$ cat config.mk
export PLATFORM = sky130hd
export DESIGN_NAME = phase_accum_flat
export DESIGN_NICKNAME = d
export VERILOG_FILES = /design/src/rtl/phase_accum_pkg.sv /design/src/rtl/phase_accum_if.sv /design/src/rtl/phase_accum_voice.sv /design/src/rtl/phase_accum.sv /design/src/flat_wrapper.sv
export SDC_FILE = /design/constraint.sdc
export NUM_CORES = 1
export LEC_CHECK = 0
export CAP_MARGIN = 20
export CORE_AREA = 5 5 99 194
export CTS_CLUSTER_SIZE = 10
export DETAILED_ROUTE_END_ITERATION = 8
export DIE_AREA = 0 0 104 199
export PLACE_DENSITY = 0.63
export SKIP_CTS_REPAIR_TIMING = 1
export SYNTH_ARGS = -nofsm -noshare
export SYNTH_HDL_FRONTEND = slang
export SYNTH_SLANG_ARGS = --single-unit
$ cat constraint.sdc
create_clock -name clk -period 2.65 [get_ports clk]
set_input_delay 0.265 -clock clk [delete_from_list [all_inputs] [get_ports clk]]
set_output_delay 0.265 -clock clk [all_outputs]
set_load 0.02 [all_outputs]
$ cat src/rtl/phase_accum_pkg.sv
// Shared constants and note-command types for the multi-voice phase accumulator
// and the keyboard/score sequencer that drives it.
package phase_accum_pkg;

    localparam int unsigned PLAYER_NUM  = 3;
    localparam int unsigned THETA_WIDTH = 8;
    localparam int unsigned ACC_WIDTH   = 16;
    localparam int unsigned FWORD_WIDTH = 16;

    // Player index width; a single-voice build still carries a 1-bit index.
    function automatic int unsigned pidx_width(input int unsigned n);
        return (n > 1) ? $clog2(n) : 1;
    endfunction

    localparam int unsigned PIDX_W = pidx_width(PLAYER_NUM);

    typedef enum logic {
        GATE_OFF = 1'b0,
        GATE_ON  = 1'b1
    } gate_e;

    typedef struct packed {
        logic [PIDX_W-1:0]      player;
        gate_e                  gate;
        logic [FWORD_WIDTH-1:0] fword;
    } note_cmd_t;

    localparam int unsigned NOTE_CMD_W = $bits(note_cmd_t);

endpackage

$ cat src/rtl/phase_accum_if.sv
// Note-command valid/ready port between the sequencer (master) and the
// phase accumulator (slave).
interface phase_accum_if
    import phase_accum_pkg::*;
#(
    parameter int unsigned PLAYER_NUM  = phase_accum_pkg::PLAYER_NUM,
    parameter int unsigned FWORD_WIDTH = phase_accum_pkg::FWORD_WIDTH
) ();

    localparam int unsigned PIDX_W = pidx_width(PLAYER_NUM);

    logic                   cmd_valid;
    logic                   cmd_ready;
    logic [PIDX_W-1:0]      cmd_player;
    logic                   cmd_gate;
    logic [FWORD_WIDTH-1:0] cmd_fword;

    modport master (
        output cmd_valid,
        output cmd_player,
        output cmd_gate,
        output cmd_fword,
        input  cmd_ready
    );

    modport slave (
        input  cmd_valid,
        input  cmd_player,
        input  cmd_gate,
        input  cmd_fword,
        output cmd_ready
    );

endinterface

$ cat src/rtl/phase_accum_voice.sv
// One voice of the accumulator: frequency word, phase accumulator and gate bit.
// theta is the top THETA_WIDTH bits of the accumulator register, so it follows
// the accumulator with no extra pipeline stage.
module phase_voice #(
    parameter int unsigned ACC_WIDTH   = phase_accum_pkg::ACC_WIDTH,
    parameter int unsigned THETA_WIDTH = phase_accum_pkg::THETA_WIDTH,
    parameter int unsigned FWORD_WIDTH = phase_accum_pkg::FWORD_WIDTH
) (
    input  logic                   clk,
    input  logic                   rst_n,
    input  logic                   tick_i,
    input  logic                   load_on_i,
    input  logic                   load_off_i,
    input  logic [FWORD_WIDTH-1:0] fword_i,
    output logic [THETA_WIDTH-1:0] theta_o,
    output logic                   active_o
);

    logic [ACC_WIDTH-1:0] fword_q, fword_d;
    logic [ACC_WIDTH-1:0] acc_q,   acc_d;
    logic                 active_q, active_d;

    // Next state: a command (note on/off) wins over a tick; inactive voices hold acc at 0.
    always_comb begin
        fword_d  = fword_q;
        acc_d    = acc_q;
        active_d = active_q;
        if (load_on_i) begin
            fword_d  = ACC_WIDTH'(fword_i);
            acc_d    = '0;
            active_d = 1'b1;
        end else if (load_off_i) begin
            acc_d    = '0;
            active_d = 1'b0;
        end else if (tick_i && active_q) begin
            acc_d = acc_q + fword_q;
        end
    end

    // Voice state registers with synchronous active-low reset.
    always_ff @(posedge clk) begin
        if (!rst_n) begin
            fword_q  <= '0;
            acc_q    <= '0;
            active_q <= 1'b0;
        end else begin
            fword_q  <= fword_d;
            acc_q    <= acc_d;
            active_q <= active_d;
        end
    end

    assign theta_o  = acc_q[ACC_WIDTH-1 -: THETA_WIDTH];
    assign active_o = active_q;

endmodule

$ cat src/rtl/phase_accum.sv
// Multi-voice phase accumulator: decodes note commands into per-voice load
// strobes, advances all active voices on each sample tick and publishes the
// packed theta bus for the sine table.
module phase_accum
    import phase_accum_pkg::*;
#(
    parameter int unsigned PLAYER_NUM  = phase_accum_pkg::PLAYER_NUM,
    parameter int unsigned THETA_WIDTH = phase_accum_pkg::THETA_WIDTH,
    parameter int unsigned ACC_WIDTH   = phase_accum_pkg::ACC_WIDTH,
    parameter int unsigned FWORD_WIDTH = phase_accum_pkg::FWORD_WIDTH
) (
    input  logic                              clk,
    input  logic                              rst_n,
    input  logic                              sample_tick,
    phase_accum_if.slave                      cmd,
    output logic [THETA_WIDTH*PLAYER_NUM-1:0] theta,
    output logic                              theta_valid,
    output logic [PLAYER_NUM-1:0]             active
);

    localparam int unsigned PIDX_W = pidx_width(PLAYER_NUM);

    logic                  ready_en_q, ready_en_d;
    logic                  theta_valid_q, theta_valid_d;
    logic                  accept;
    logic [PLAYER_NUM-1:0] load_on;
    logic [PLAYER_NUM-1:0] load_off;

    // Tick has priority over commands, so a command offered in a tick cycle waits one cycle.
    assign cmd.cmd_ready = ready_en_q & ~sample_tick;
    assign accept        = cmd.cmd_valid & cmd.cmd_ready;

    // One-hot load decode; an out-of-range player index matches no voice and is dropped.
    always_comb begin
        load_on  = '0;
        load_off = '0;
        for (int unsigned i = 0; i < PLAYER_NUM; i++) begin
            if (accept && (cmd.cmd_player == PIDX_W'(i))) begin
                if (cmd.cmd_gate == GATE_ON) begin
                    load_on[i] = 1'b1;
                end else begin
                    load_off[i] = 1'b1;
                end
            end
        end
    end

    // Next state for the ready enable and the theta_valid strobe.
    always_comb begin
        ready_en_d    = 1'b1;
        theta_valid_d = sample_tick;
    end

    // Control registers: ready held off through reset, theta_valid trails the tick by one clock.
    always_ff @(posedge clk) begin
        if (!rst_n) begin
            ready_en_q    <= 1'b0;
            theta_valid_q <= 1'b0;
        end else begin
            ready_en_q    <= ready_en_d;
            theta_valid_q <= theta_valid_d;
        end
    end

    assign theta_valid = theta_valid_q;

    for (genvar v = 0; v < PLAYER_NUM; v++) begin : g_voice
        phase_voice #(
            .ACC_WIDTH   (ACC_WIDTH),
            .THETA_WIDTH (THETA_WIDTH),
            .FWORD_WIDTH (FWORD_WIDTH)
        ) u_voice (
            .clk        (clk),
            .rst_n      (rst_n),
            .tick_i     (sample_tick),
            .load_on_i  (load_on[v]),
            .load_off_i (load_off[v]),
            .fword_i    (cmd.cmd_fword),
            .theta_o    (theta[THETA_WIDTH*v +: THETA_WIDTH]),
            .active_o   (active[v])
        );
    end

endmodule

$ cat src/flat_wrapper.sv
// flat-port wrapper written by rule: the top's interface ports become plain ports
module phase_accum_flat import phase_accum_pkg::*;
#(
    parameter int unsigned PLAYER_NUM  = phase_accum_pkg::PLAYER_NUM,
    parameter int unsigned THETA_WIDTH = phase_accum_pkg::THETA_WIDTH,
    parameter int unsigned ACC_WIDTH   = phase_accum_pkg::ACC_WIDTH,
    parameter int unsigned FWORD_WIDTH = phase_accum_pkg::FWORD_WIDTH
)
  (clk, rst_n, sample_tick, theta, theta_valid, active, cmd_cmd_valid, cmd_cmd_player, cmd_cmd_gate, cmd_cmd_fword, cmd_cmd_ready);
  phase_accum_if #(.PLAYER_NUM(PLAYER_NUM), .FWORD_WIDTH(FWORD_WIDTH)) cmd_i ();
  input  logic clk;
  input  logic rst_n;
  input  logic sample_tick;
  output logic [THETA_WIDTH*PLAYER_NUM-1:0] theta;
  output logic theta_valid;
  output logic [PLAYER_NUM-1:0] active;
  input wire logic [$bits(cmd_i.cmd_valid)-1:0] cmd_cmd_valid;
  input wire logic [$bits(cmd_i.cmd_player)-1:0] cmd_cmd_player;
  input wire logic [$bits(cmd_i.cmd_gate)-1:0] cmd_cmd_gate;
  input wire logic [$bits(cmd_i.cmd_fword)-1:0] cmd_cmd_fword;
  output wire logic [$bits(cmd_i.cmd_ready)-1:0] cmd_cmd_ready;
  assign cmd_i.cmd_valid = cmd_cmd_valid;
  assign cmd_i.cmd_player = cmd_cmd_player;
  assign cmd_i.cmd_gate = cmd_cmd_gate;
  assign cmd_i.cmd_fword = cmd_cmd_fword;
  assign cmd_cmd_ready = cmd_i.cmd_ready;
  phase_accum #(.PLAYER_NUM(PLAYER_NUM), .THETA_WIDTH(THETA_WIDTH), .ACC_WIDTH(ACC_WIDTH), .FWORD_WIDTH(FWORD_WIDTH)) u_core (.clk(clk), .rst_n(rst_n), .sample_tick(sample_tick), .cmd(cmd_i), .theta(theta), .theta_valid(theta_valid), .active(active));
endmodule
Word level (Yosys, flattened, before mapping)
Cells that the tools add are included.
{"block": "word_totals", "ff_bits": 101, "input_bits": 23, "out_inout_bits": 29, "wordCells": 48}
{"block": "classes", "n_addsub": 3, "n_eq_ne": 2, "muxes": 15, "bitwise": 4, "reduce_logical": 13}
{"op": "$add 16x16->16", "count": 3}
{"op": "$mux 1", "count": 15}
{"op": "$reduce_or 3->1", "count": 3}
{"op": "$logic_and 1x1->1", "count": 6}
{"op": "$reduce_bool 2->1", "count": 3}
{"op": "$and 1x1->1", "count": 2}
{"op": "$eq 2x1->1 const B", "count": 1}
{"op": "$eq 2x2->1 const B", "count": 1}
{"op": "$logic_not 2->1", "count": 1}
{"op": "$not 1->1", "count": 2}

Logic depth before layout (Yosys ltp)
Gate-level depths: netlist (run 1).
{"block": "logic_depth", "ltp_word": 7, "mapped_depth": 9, "mapped_depth_nobuf": 9}

Modules after synthesis
Synthesis (run 1) repeated with hierarchy kept, for this count alone.
{"block": "hier_totals", "hier_cells": 687, "area_unflattened_um2": 6084.6}
{"module": "phase_voice (u_core.g_voice[0].u_voice ...)", "instances": 2, "cells_per_inst": 222, "area_each_um2": 1960.6, "seq_area_each_um2": 660.6}
{"module": "phase_voice (u_core.g_voice[2].u_voice)", "instances": 1, "cells_per_inst": 228, "area_each_um2": 2034.5, "seq_area_each_um2": 660.6}
{"module": "phase_accum", "instances": 1, "cells_per_inst": 15, "area_each_um2": 128.9, "seq_area_each_um2": 40.0}

Least setup slack after synthesis (run 1)
No wires, ideal clock.
{"block": "synth_timing", "path_kind": "reg2reg", "start": "register u_core.g_voice[2].u_voice.fword_q[0]", "end": "register u_core.g_voice[2].u_voice.acc_q[12]", "setup_ns": 0.117, "arrival_ns": 2.076, "required_time_ns": 2.533, "slack_ns": 0.458, "path_stages_with_launch": 10, "path_buffers": 0, "period_less_slack_ns": 2.192, "path_cell_list": "dfxtp_1 -> ha_1 -> fa_1 -> a21o_1 -> a311oi_1 -> or3_1 -> nand3_1 -> a21o_1 -> xor2_1 -> a22o_1"}
{"block": "synth_between", "elab_chain_len": 1}
{"element": "from (decl)", "line_no": "phase_accum_voice.sv:19", "text": "logic [ACC_WIDTH-1:0] fword_q, fword_d;"}
{"element": "from (signal assigned)", "line_no": "phase_accum_voice.sv:47", "text": "fword_q <= fword_d;"}
{"element": "$add 16x16->16", "line_no": "phase_accum_voice.sv:36", "text": "acc_d = acc_q + fword_q;"}
{"element": "to (signal assigned)", "line_no": "phase_accum_voice.sv:44", "text": "acc_q <= '0;"}
{"element": "to (signal assigned)", "line_no": "phase_accum_voice.sv:48", "text": "acc_q <= acc_d;"}
{"element": "to (decl)", "line_no": "phase_accum_voice.sv:20", "text": "logic [ACC_WIDTH-1:0] acc_q, acc_d;"}
Every way passes these cells.
A chain may end at the register's enable or synchronous reset.

Worst setup path after layout (run 1)
Same ends and word-level chain as after synthesis.

==> results.sh, run 1 <==
export IMPL_yosys_register_bits=101
export IMPL_r2r_end="u_core.g_voice[2].u_voice.acc_q[12]$_SDFFE_PP0P_"
export IMPL_hold_viol=0
export IMPL_required_ps=2890
export IMPL_gp_congestion=0.8909
export IMPL_ys_flop_type="dfxtp_1"
export IMPL_pwr_share_clk_pct=41.8
export IMPL_grt_pass1_wl_mm=24.85
export IMPL_yosys_cell_types_count=59
export IMPL_clk_latency_ps=350
export IMPL_hold_path_startpoint="u_core.g_voice[0].u_voice.acc_q[6]$_SDFFE_PP0P_"
export IMPL_p_per_area_nw_per_um2=427.6
export IMPL_cts_tree="built"
export IMPL_cts_buffer_depth=2
export IMPL_total_power_mw=2.925
export IMPL_drive_gt1_share_pct=6.041
export IMPL_netlist_area_sq_um=6016
export IMPL_drt_iter0_drc=218
export IMPL_critPathSlowestCell="fa_1"
export IMPL_numPortBuffers=51
export IMPL_vias=5152
export IMPL_slew_headroom_pct=58.02
export IMPL_drv_cap=0
export IMPL_fmax_ghz=0.4072
export IMPL_rsz0062_at_grt="no"
export IMPL_crit_fanout=3
export IMPL_cp_slowest_stage_delay_ps=410
export IMPL_p_switching_uw=671.1
export IMPL_crit_arrival_ps=2690
export IMPL_cts_inserted_buffers=9
export IMPL_clk_pin_slew_ps=70
export IMPL_fin_setup_tns_ps=0
export IMPL_tightest_slew_ps=628.2
export IMPL_row_count=69
export IMPL_die_x_microns=104
export IMPL_r2r_slack_ps=190
export IMPL_io_pins=52
export IMPL_wire_per_inst_microns=15.07
export IMPL_crit_type="reg -> reg"
export IMPL_fin_crit_ps=2456
export IMPL_ant_nets=0
export IMPL_grt_overflow=0
export IMPL_track_usage_pct=14.54
export IMPL_min_to="u_core.g_voice[0].u_voice.acc_q[6]$_SDFFE_PP0P_"
export IMPL_postSynthNetCount=821
export IMPL_core_area_sq_um=17610
export IMPL_first_global_vias=5016
export IMPL_path_cells="ha_1, fa_1, a21o_1, a311oi_1, or3_1, nand3_1, a21o_1, xor2_1, a22o_1"
export IMPL_p_sw_share_pct=22.94
export IMPL_worstSetupEndpointType="flip-flop"
export IMPL_htreeDepth=3
export IMPL_initial_utilization_pct=34.16
export IMPL_syn_to_final_growth_pct=13.71
export IMPL_clock_sinks=101
export IMPL_synth_area_per_cell_sq_um=8.021
export IMPL_outcome="complete, no violations"
export IMPL_die_area_sq_um=20700
export IMPL_wl_mm=14.94
export IMPL_r2r_start="u_core.g_voice[2].u_voice.fword_q[0]$_SDFFE_PN0P_"
export IMPL_synth_cells=750
export IMPL_slew_viol_final=0
export IMPL_ir_worst_vdd_uv=287.5
export IMPL_cts_root_buf="clkbuf_16"
export IMPL_setup_viol=0
export IMPL_avgViaCountPerCell=5.199
export IMPL_seqPwrFrac_pct=52.6
export IMPL_rr_worst_depth=9
export IMPL_drc_errors=0
export IMPL_antenna_found_initial=0
export IMPL_final_util_pct=38.84
export IMPL_cp_common_cell="a21o_1"
export IMPL_grt_max_degree=19
export IMPL_synthArstFlopShare_pct=0
export IMPL_layout_nets=845
export IMPL_dp_hpwl_mm=11.53
export IMPL_finClkSkew_ps=6.527
export IMPL_diodes=0
export IMPL_seq_area_frac_synth_pct=33.61
export IMPL_yosys_warnings=0
export IMPL_firstDrtPassIters=5
export IMPL_p_comb_share_pct=5.6
export IMPL_die_y_microns=199
export IMPL_fillers=1867
export IMPL_p_leak_nw=2.661
export IMPL_crit_path_start_kind="flip-flop"
export IMPL_min_path_type="reg -> reg"
export IMPL_synth_edf_count=0
export IMPL_whs_path_depth=2
export IMPL_period_share_pct=92.68
export IMPL_p_int_mw=2.254
-- stage by stage --
stage	cell area, sq um	hold slack (ps)	std cells	setup WS [ps]
3_5_place_dp	6574	449.6	976	243.4
3_3_place_gp	6574	444.1	976	292.7
6_report	6840	457.2	991	194.1
4_1_cts	6840	458.7	991	217.4
2_1_floorplan	6016	292.7	750	457.5
5_1_grt	6840	474.3	991	107.9
-- how the worst max path moves through the flow --
stage | from | to | slack [ps] | cells past startpoint
floorplan | u_core.g_voice[2].u_voice.fword_q[0]$_SDFFE_PN0P_ | u_core.g_voice[2].u_voice.acc_q[12]$_SDFFE_PP0P_ | 460 | 9
global placement | u_core.g_voice[2].u_voice.fword_q[0]$_SDFFE_PN0P_ | u_core.g_voice[2].u_voice.acc_q[12]$_SDFFE_PP0P_ | 290 | 9
detailed placement | u_core.g_voice[2].u_voice.fword_q[0]$_SDFFE_PN0P_ | u_core.g_voice[2].u_voice.acc_q[12]$_SDFFE_PP0P_ | 240 | 9
CTS | u_core.g_voice[2].u_voice.fword_q[0]$_SDFFE_PN0P_ | u_core.g_voice[2].u_voice.acc_q[12]$_SDFFE_PP0P_ | 220 | 9
global route | u_core.g_voice[1].u_voice.fword_q[0]$_SDFFE_PN0P_ | u_core.g_voice[1].u_voice.acc_q[12]$_SDFFE_PP0P_ | 110 | 9
finish | u_core.g_voice[2].u_voice.fword_q[0]$_SDFFE_PN0P_ | u_core.g_voice[2].u_voice.acc_q[12]$_SDFFE_PP0P_ | 190 | 9
-- power groups by stage --
stage               clock (mW)  sequential (mW)  combinational [mW]
global placement             0             1.57               0.165
global route              1.33             1.54               0.179
floorplan                    0             1.57              0.0792
finish                    1.22             1.54               0.165
CTS                       1.27             1.54               0.166
detailed placement           0             1.57               0.166
-- registers in the layout, summed over array words and instances (netlist names) --
register                         flops
u_core.theta_valid                   1
u_core.g_voice.u_voice.fword_q      48
u_core.g_voice.u_voice.acc_q        48
u_core.ready_en_q                    1
u_core.g_voice.u_voice.active_o      3
-- Yosys cell counts (all sizes together), types with 2 or more instances --
library cell / n / area, sq um
nor4: 3 / 18.77
nor3b: 2 / 15.01
o211ai: 3 / 27.52
and4: 2 / 17.52
o21ba: 2 / 20.02
o41ai: 2 / 25.03
a2111o: 3 / 33.78
dfxtp: 101 / 2022
a21boi: 52 / 390.4
a22o: 3 / 26.28
o221a: 2 / 22.52
or2: 2 / 12.51
inv: 11 / 41.29
mux2i: 2 / 20.02
xor2: 11 / 96.34
nand3: 14 / 70.07
a31oi: 7 / 58.81
fa: 3 / 60.06
o21bai: 6 / 45.04
xnor2: 18 / 157.7
and2: 9 / 56.30
nor3: 11 / 55.05
o21ai: 35 / 178.9
clkbuf: 25 / 103.9
a211o: 3 / 26.28
a21oi: 56 / 280.3
buf: 30 / 217.7
ha: 45 / 563.0
o31ai: 3 / 22.52
or3: 4 / 26.28
nand2: 181 / 679.4
nor2b: 4 / 25.02
o21a: 4 / 30.03
nand4: 6 / 37.54
nor2: 42 / 157.7
a211oi: 19 / 147.6
a21o: 12 / 91.34
-- cells by family (layout without fill, tap and decap cells) --
logic type      count (synthesis)  count (layout)  synth area share, %
compound gates                218             218                24.58
mux                             2               2               0.3328
xor+xnor                       29              29                4.222
fa+ha+maj                      48              48                10.36
flops                         101             101                33.61
buf+inv                        67              95                6.572
simple gates                  285             285                20.32
-- cell usage in the layout, fill, tap and decap left out, types with 4 or more instances in the layout --
cell type and count:
xor2_1 11, a21boi_0 52, o21bai_1 6, nand3_1 14, a21o_1 11, nor3_1 11, ha_1 45, a211oi_1 18
clkdlybuf4s50_1 51, clkbuf_16 9, and2_1 9, o21ai_0 34, nand2_1 181, nor2b_1 4, dfxtp_1 101, o21a_1 4
clkinv_2 4, a21oi_1 56, nor2_1 42, xnor2_1 18, a31oi_1 6, buf_4 18, nand4_1 6, inv_1 11
-- area by class of cell --
type | count | area [sq um] | area share [%]
clock buffer | 10 | 239.0 | 3.494
multi-input combinational | 582 | 3598 | 52.61
timing repair buffer | 69 | 645.6 | 9.438
clock inverter | 5 | 27.53 | 0.4024
sequential | 101 | 2022 | 29.56
tap | 213 | 266.5 | 3.896
inverter | 11 | 41.29 | 0.6036
-- critical path: cells and delay by family, from the launching register on --
family | cells | cell delay [ps]
XOR/XNOR | 1 | 140
AO/OA/AOI/OAI | 4 | 950
flip-flops | 1 | 310
adder cells (fa/ha/maj) | 2 | 640
AND/OR/NAND/NOR | 2 | 310
-- layer usage --
| metal | part of all wire, % | routed length, microns | track usage (%) | up-vias |
|---|---|---|---|---|
| met5 | 0 | 0 | 0 | - |
| met4 | 1.9 | 284 | 4.467 | 0 |
| met3 | 3.9 | 578 | 2.598 | 22 |
| met2 | 48 | 7174 | 24.79 | 99 |
| met1 | 46 | 6899 | 18.67 | 2371 |
| li1 | - | - | - | 2660 |
No activity file was read; power rests on OpenSTA's default activity.
==> inputs of run 2 (changes only) <==
CORE_AREA = 5 5 86 167   (was 5 5 99 194)
DIE_AREA = 0 0 91 172   (was 0 0 104 199)
PLACE_DENSITY = 0.78   (was 0.63)
==> run 2 against run 1 <==
Flip-flop and latch count did not move. Combinational power barely moved. First-iteration DRC count rose by 24%. Utilization rose by 13 points. Sequential share of layout area rose by 0.36 points. Highest routed layer unchanged. Critical endpoint unchanged.
==> results.sh, run 2 (synthesis results as in run 1) <==
export IMPL_outcome="complete, no violations"
export IMPL_grt_max_degree=26
export IMPL_track_usage_pct=20.08
export IMPL_fmax_ghz=0.4182
export IMPL_layout_nets=840
export IMPL_cts_buffer_depth=2
export IMPL_drive_gt1_share_pct=5.556
export IMPL_final_common_cell="nand2_1"
export IMPL_seqPwrFrac_pct=51.7
export IMPL_wire_per_inst_microns=16.40
export IMPL_placed_area_sq_um=6472
export IMPL_die_x_microns=91
export IMPL_first_global_vias=5423
export IMPL_die_area_sq_um=15650
export IMPL_grt_pass1_wl_mm=25.59
export IMPL_p_per_area_nw_per_um2=440.1
export IMPL_vias=5286
export IMPL_stdcell_area_sq_um=6758
export IMPL_crit_fanout=3
export IMPL_fin_setup_tns_ps=0
export IMPL_gp_congestion=0.9831
export IMPL_cts_inserted_buffers=9
export IMPL_p_leak_nw=2.646
export IMPL_p_switching_uw=722.8
export IMPL_cts_tree="built"
export IMPL_ir_worst_vdd_uv=363.3
export IMPL_clock_sinks=101
export IMPL_crit_type="reg -> reg"
export IMPL_crit_path_start_kind="flip-flop"
export IMPL_avgViaCountPerCell=5.708
export IMPL_slew_headroom_pct=58.02
export IMPL_drv_cap=0
export IMPL_drt_iter0_drc=271
export IMPL_cp_slowest_stage_delay_ps=410
export IMPL_clk_latency_ps=360
export IMPL_min_path_type="reg -> reg"
export IMPL_core_area_sq_um=12920
export IMPL_dp_hpwl_mm=11.71
export IMPL_p_sw_share_pct=24.30
export IMPL_hold_viol=0
export IMPL_cp_common_cell="a21o_1"
export IMPL_syn_to_final_growth_pct=12.33
export IMPL_fin_cells=926
export IMPL_total_power_mw=2.974
export IMPL_r2r_slack_ps=260
export IMPL_setup_viol=0
export IMPL_worstSetupEndpointType="flip-flop"
export IMPL_drc_errors=0
export IMPL_finClkSkew_ps=10.56
export IMPL_period_share_pct=90.23
export IMPL_layout_common_cells="nand2_1 (181), dfxtp_1 (101), a21oi_1 (56)"
export IMPL_clk_pin_slew_ps=70
export IMPL_critPathSlowestCell="fa_1"
export IMPL_slew_viol_final=0
export IMPL_initial_utilization_pct=46.57
export IMPL_p_int_mw=2.251
export IMPL_diodes=0
export IMPL_p_comb_share_pct=5.4
export IMPL_firstDrtPassIters=5
export IMPL_die_y_microns=172
export IMPL_cp_top_family="compound AO/OA/AOI/OAI gates"
export IMPL_tightest_slew_ps=627.9
export IMPL_required_ps=2900
export IMPL_grt_overflow=0
export IMPL_htreeDepth=3
export IMPL_pwr_share_clk_pct=42.8
export IMPL_cts_root_buf="clkbuf_16"
export IMPL_numPortBuffers=51
export IMPL_ant_nets=0
export IMPL_worst_path_buf_inv=0
export IMPL_fin_crit_ps=2391
export IMPL_wl_mm=15.19
export IMPL_path_cells="ha_1, fa_1, a21o_1, a311oi_1, or3_1, nand3_1, a21o_1, xor2_1, a22o_1"
export IMPL_rsz0062_at_grt="no"
export IMPL_crit_arrival_ps=2640
export IMPL_antenna_found_initial=0
export IMPL_row_count=59
export IMPL_dp_cells=910
export IMPL_io_pins=52
[run 2: cell count changes in the layout (fill, tap and decap cells not counted), sizes merged]
cell | before | now
buf | 18 | 13
clkbuf | 10 | 9
inv | 11 | 13
[run 2: metrics by stage]
stage          worst slack, ps  util [%]  hold slack [ps]
2_1_floorplan            457.5         -            292.7
6_report                 258.9     52.31            462.8
3_3_place_gp             302.6     50.10            445.4
5_1_grt                  97.77     52.31            480.0
3_5_place_dp             258.9     50.10            451.4
4_1_cts                  269.4     52.31            462.0
[run 2: power groups by stage]
stage	registers [mW]	clock network (mW)	logic [mW]
floorplan	1.57	0	0.0792
global placement	1.57	0	0.161
detailed placement	1.57	0	0.161
CTS	1.54	1.31	0.162
global route	1.54	1.35	0.176
finish	1.54	1.27	0.162
[run 2: per-layer routing]
layer,wire [microns],up-vias,part of all wire (%),track usage (%)
met5,0,-,0,0
met4,753,0,5.0,12.13
met3,664,45,4.4,2.351
met2,7969,151,52,37.55
met1,5801,2451,38,21.13
li1,-,2639,-,-
[run 2: worst register-to-register path: cells and delay by family, from the launching register on]
family                   cells  cell delay (ps)
adder cells (fa/ha/maj)      2              650
AO/OA/AOI/OAI                4              890
AND/OR/NAND/NOR              2              310
flip-flops                   1              320
XOR/XNOR                     1              130
[run 2: final timing paths]
path	from	end	cells after the start
setup reg to reg	u_core.g_voice[2].u_voice.fword_q[0]$_SDFFE_PN0P_	u_core.g_voice[2].u_voice.acc_q[12]$_SDFFE_PP0P_	9
setup / recovery	u_core.g_voice[2].u_voice.fword_q[0]$_SDFFE_PN0P_	u_core.g_voice[2].u_voice.acc_q[12]$_SDFFE_PP0P_	9
hold / removal	u_core.g_voice[2].u_voice.acc_q[6]$_SDFFE_PP0P_	u_core.g_voice[2].u_voice.acc_q[6]$_SDFFE_PP0P_	2
hold reg to reg	u_core.g_voice[2].u_voice.acc_q[6]$_SDFFE_PP0P_	u_core.g_voice[2].u_voice.acc_q[6]$_SDFFE_PP0P_	2
[run 2: layout make-up]
cell class / count / area [sq um]
inverters: 11 / 41.29
flip-flops and latches: 101 / 2022
fillers: 1190 / 6161
well taps: 152 / 190.2
multi-input cells: 582 / 3598
clock buffers: 9 / 225.2
clock inverters: 7 / 60.06
repair buffers: 64 / 620.6
==> inputs of run 3 (changes only) <==
CORE_AREA = 5 5 107 209   (was 5 5 86 167)
DIE_AREA = 0 0 112 214   (was 0 0 91 172)
PLACE_DENSITY = 0.57   (was 0.78)
==> run 3 against run 2 <==
Cell count increased by 13%. Clock power rose by 3%. Global-route usage fell by 6.5 points. Non-clock buffer count increased by 6. Sequential power hardly changed. Utilization fell by 18 points. Power grew 1.4%. First-iteration DRC count down 44%. Critical path depth unchanged. Critical path type unchanged. Die area increased by 53%. Clock skew fell by 0.61 ps. Largest cell class unchanged.
==> results.sh, run 3 (synthesis results as in run 1) <==
export IMPL_dp_hpwl_mm=12.86
export IMPL_numPortBuffers=51
export IMPL_outcome="complete, no violations"
export IMPL_firstDrtPassIters=4
export IMPL_fillers=2159
export IMPL_first_global_vias=5282
export IMPL_vias=5210
export IMPL_hold_path_startpoint="u_core.g_voice[1].u_voice.acc_q[5]$_SDFFE_PP0P_"
export IMPL_cts_root_buf="clkbuf_16"
export IMPL_p_leak_nw=2.667
export IMPL_drt_iter0_drc=153
export IMPL_drv_cap=0
export IMPL_initial_utilization_pct=29.40
export IMPL_clk_pin_slew_ps=80
export IMPL_die_y_microns=214
export IMPL_wl_mm=16.36
export IMPL_antenna_found_initial=0
export IMPL_grt_max_degree=18
export IMPL_tightest_slew_ps=648.8
export IMPL_placed_area_sq_um=6648
export IMPL_r2r_start="u_core.g_voice[2].u_voice.fword_q[0]$_SDFFE_PN0P_"
export IMPL_row_count=74
export IMPL_setup_ws_ps=169.9
export IMPL_htreeDepth=3
export IMPL_syn_to_final_growth_pct=15.31
export IMPL_diodes=0
export IMPL_core_area_sq_um=20460
export IMPL_crit_arrival_ps=2720
export IMPL_min_path_type="reg -> reg"
export IMPL_grt_pass1_wl_mm=26.43
export IMPL_r2r_end="u_core.g_voice[2].u_voice.acc_q[12]$_SDFFE_PP0P_"
export IMPL_p_per_area_nw_per_um2=434.8
export IMPL_post_place_ws_ps=163.8
export IMPL_r2r_slack_ps=170
export IMPL_io_pins=52
export IMPL_worst_hold_slack_ps=458.2
export IMPL_drc_errors=0
export IMPL_hold_viol=0
export IMPL_fin_crit_ps=2480
export IMPL_layout_common_cells="nand2_1 (181), dfxtp_1 (101), a21oi_1 (56)"
export IMPL_layout_nets=846
export IMPL_worstSetupEndpointType="flip-flop"
export IMPL_wire_per_inst_microns=15.64
export IMPL_setup_viol=0
export IMPL_drive_gt1_share_pct=6.154
export IMPL_dp_cells=1030
export IMPL_total_power_mw=3.016
export IMPL_crit_path_start_kind="flip-flop"
export IMPL_grt_overflow=0
export IMPL_rsz0062_at_grt="no"
export IMPL_slew_viol_final=0
export IMPL_die_x_microns=112
export IMPL_period_share_pct=93.59
export IMPL_stdcell_area_sq_um=6937
export IMPL_required_ps=2890
export IMPL_clk_latency_ps=350
export IMPL_fin_cells=1046
export IMPL_cts_tree="built"
export IMPL_track_usage_pct=13.57
export IMPL_rr_worst_depth=9
export IMPL_avgViaCountPerCell=4.981
export IMPL_ir_worst_vdd_uv=299.3
export IMPL_gp_congestion=0.8815
export IMPL_cts_inserted_buffers=9
export IMPL_final_common_cell="nand2_1"
export IMPL_slew_headroom_pct=56.64
export IMPL_clock_sinks=101
export IMPL_cp_endpoint="u_core.g_voice[2].u_voice.acc_q[12]$_SDFFE_PP0P_"
export IMPL_cts_buffer_depth=2
export IMPL_final_util_pct=33.90
export IMPL_fmax_ghz=0.4032
export IMPL_ant_nets=0
export IMPL_fin_setup_tns_ps=0
export IMPL_startpoint="u_core.g_voice[2].u_voice.fword_q[0]$_SDFFE_PN0P_"
export IMPL_crit_fanout=3
export IMPL_crit_type="reg -> reg"
export IMPL_finClkSkew_ps=9.949
export IMPL_die_area_sq_um=23970
==> run 3: worst max-delay path, cell delays in order (launching register included) <==
cell	delay, ps
dfxtp_1	320
ha_1	230
fa_1	410
a21o_1	230
a311oi_1	350
or3_1	210
nand3_1	90
a21o_1	200
xor2_1	140
a22o_1	190
==> run 3: metal layers <==
| layer | GRT usage [%] | routed length (microns) | vias up | share of wire [%] |
|---|---|---|---|---|
| met5 | 0 | 0 | - | 0 |
| met1 | 14.66 | 6423 | 2446 | 39 |
| met2 | 26.02 | 8999 | 91 | 55 |
| li1 | - | - | 2651 | - |
| met3 | 1.892 | 487 | 22 | 3.0 |
| met4 | 5.295 | 446 | 0 | 2.7 |
==> run 3: area by class of cell <==
class | instances | area, sq um | area share (%)
flip-flops and latches | 101 | 2022 | 29.15
inverters | 11 | 41.29 | 0.5952
well taps | 266 | 332.8 | 4.798
repair buffers | 70 | 653.1 | 9.416
multi-input cells | 582 | 3598 | 51.88
clock buffers | 12 | 256.5 | 3.698
clock inverters | 4 | 32.53 | 0.4690
==> run 3: how the worst min path moves through the flow <==
stage | depth (start not counted) | to | slack, ps
after floorplan | 0 | u_core.ready_en_q$_DFF_P_ | 290
after global placement | 2 | u_core.g_voice[2].u_voice.acc_q[4]$_SDFFE_PP0P_ | 440
after detailed placement | 2 | u_core.g_voice[2].u_voice.acc_q[4]$_SDFFE_PP0P_ | 450
after CTS | 2 | u_core.g_voice[2].u_voice.acc_q[4]$_SDFFE_PP0P_ | 460
after global routing | 2 | u_core.g_voice[2].u_voice.acc_q[6]$_SDFFE_PP0P_ | 480
final | 2 | u_core.g_voice[1].u_voice.acc_q[5]$_SDFFE_PP0P_ | 460
==> run 3: report_power, final <==
| group | switching [mW] | total, mW | leakage (nW) | internal [mW] |
|---|---|---|---|---|
| Sequential | 0.0104 | 1.54 | 0.815 | 1.53 |
| Combinational | 0.0907 | 0.166 | 1.72 | 0.0754 |
| Clock | 0.619 | 1.31 | 0.135 | 0.694 |
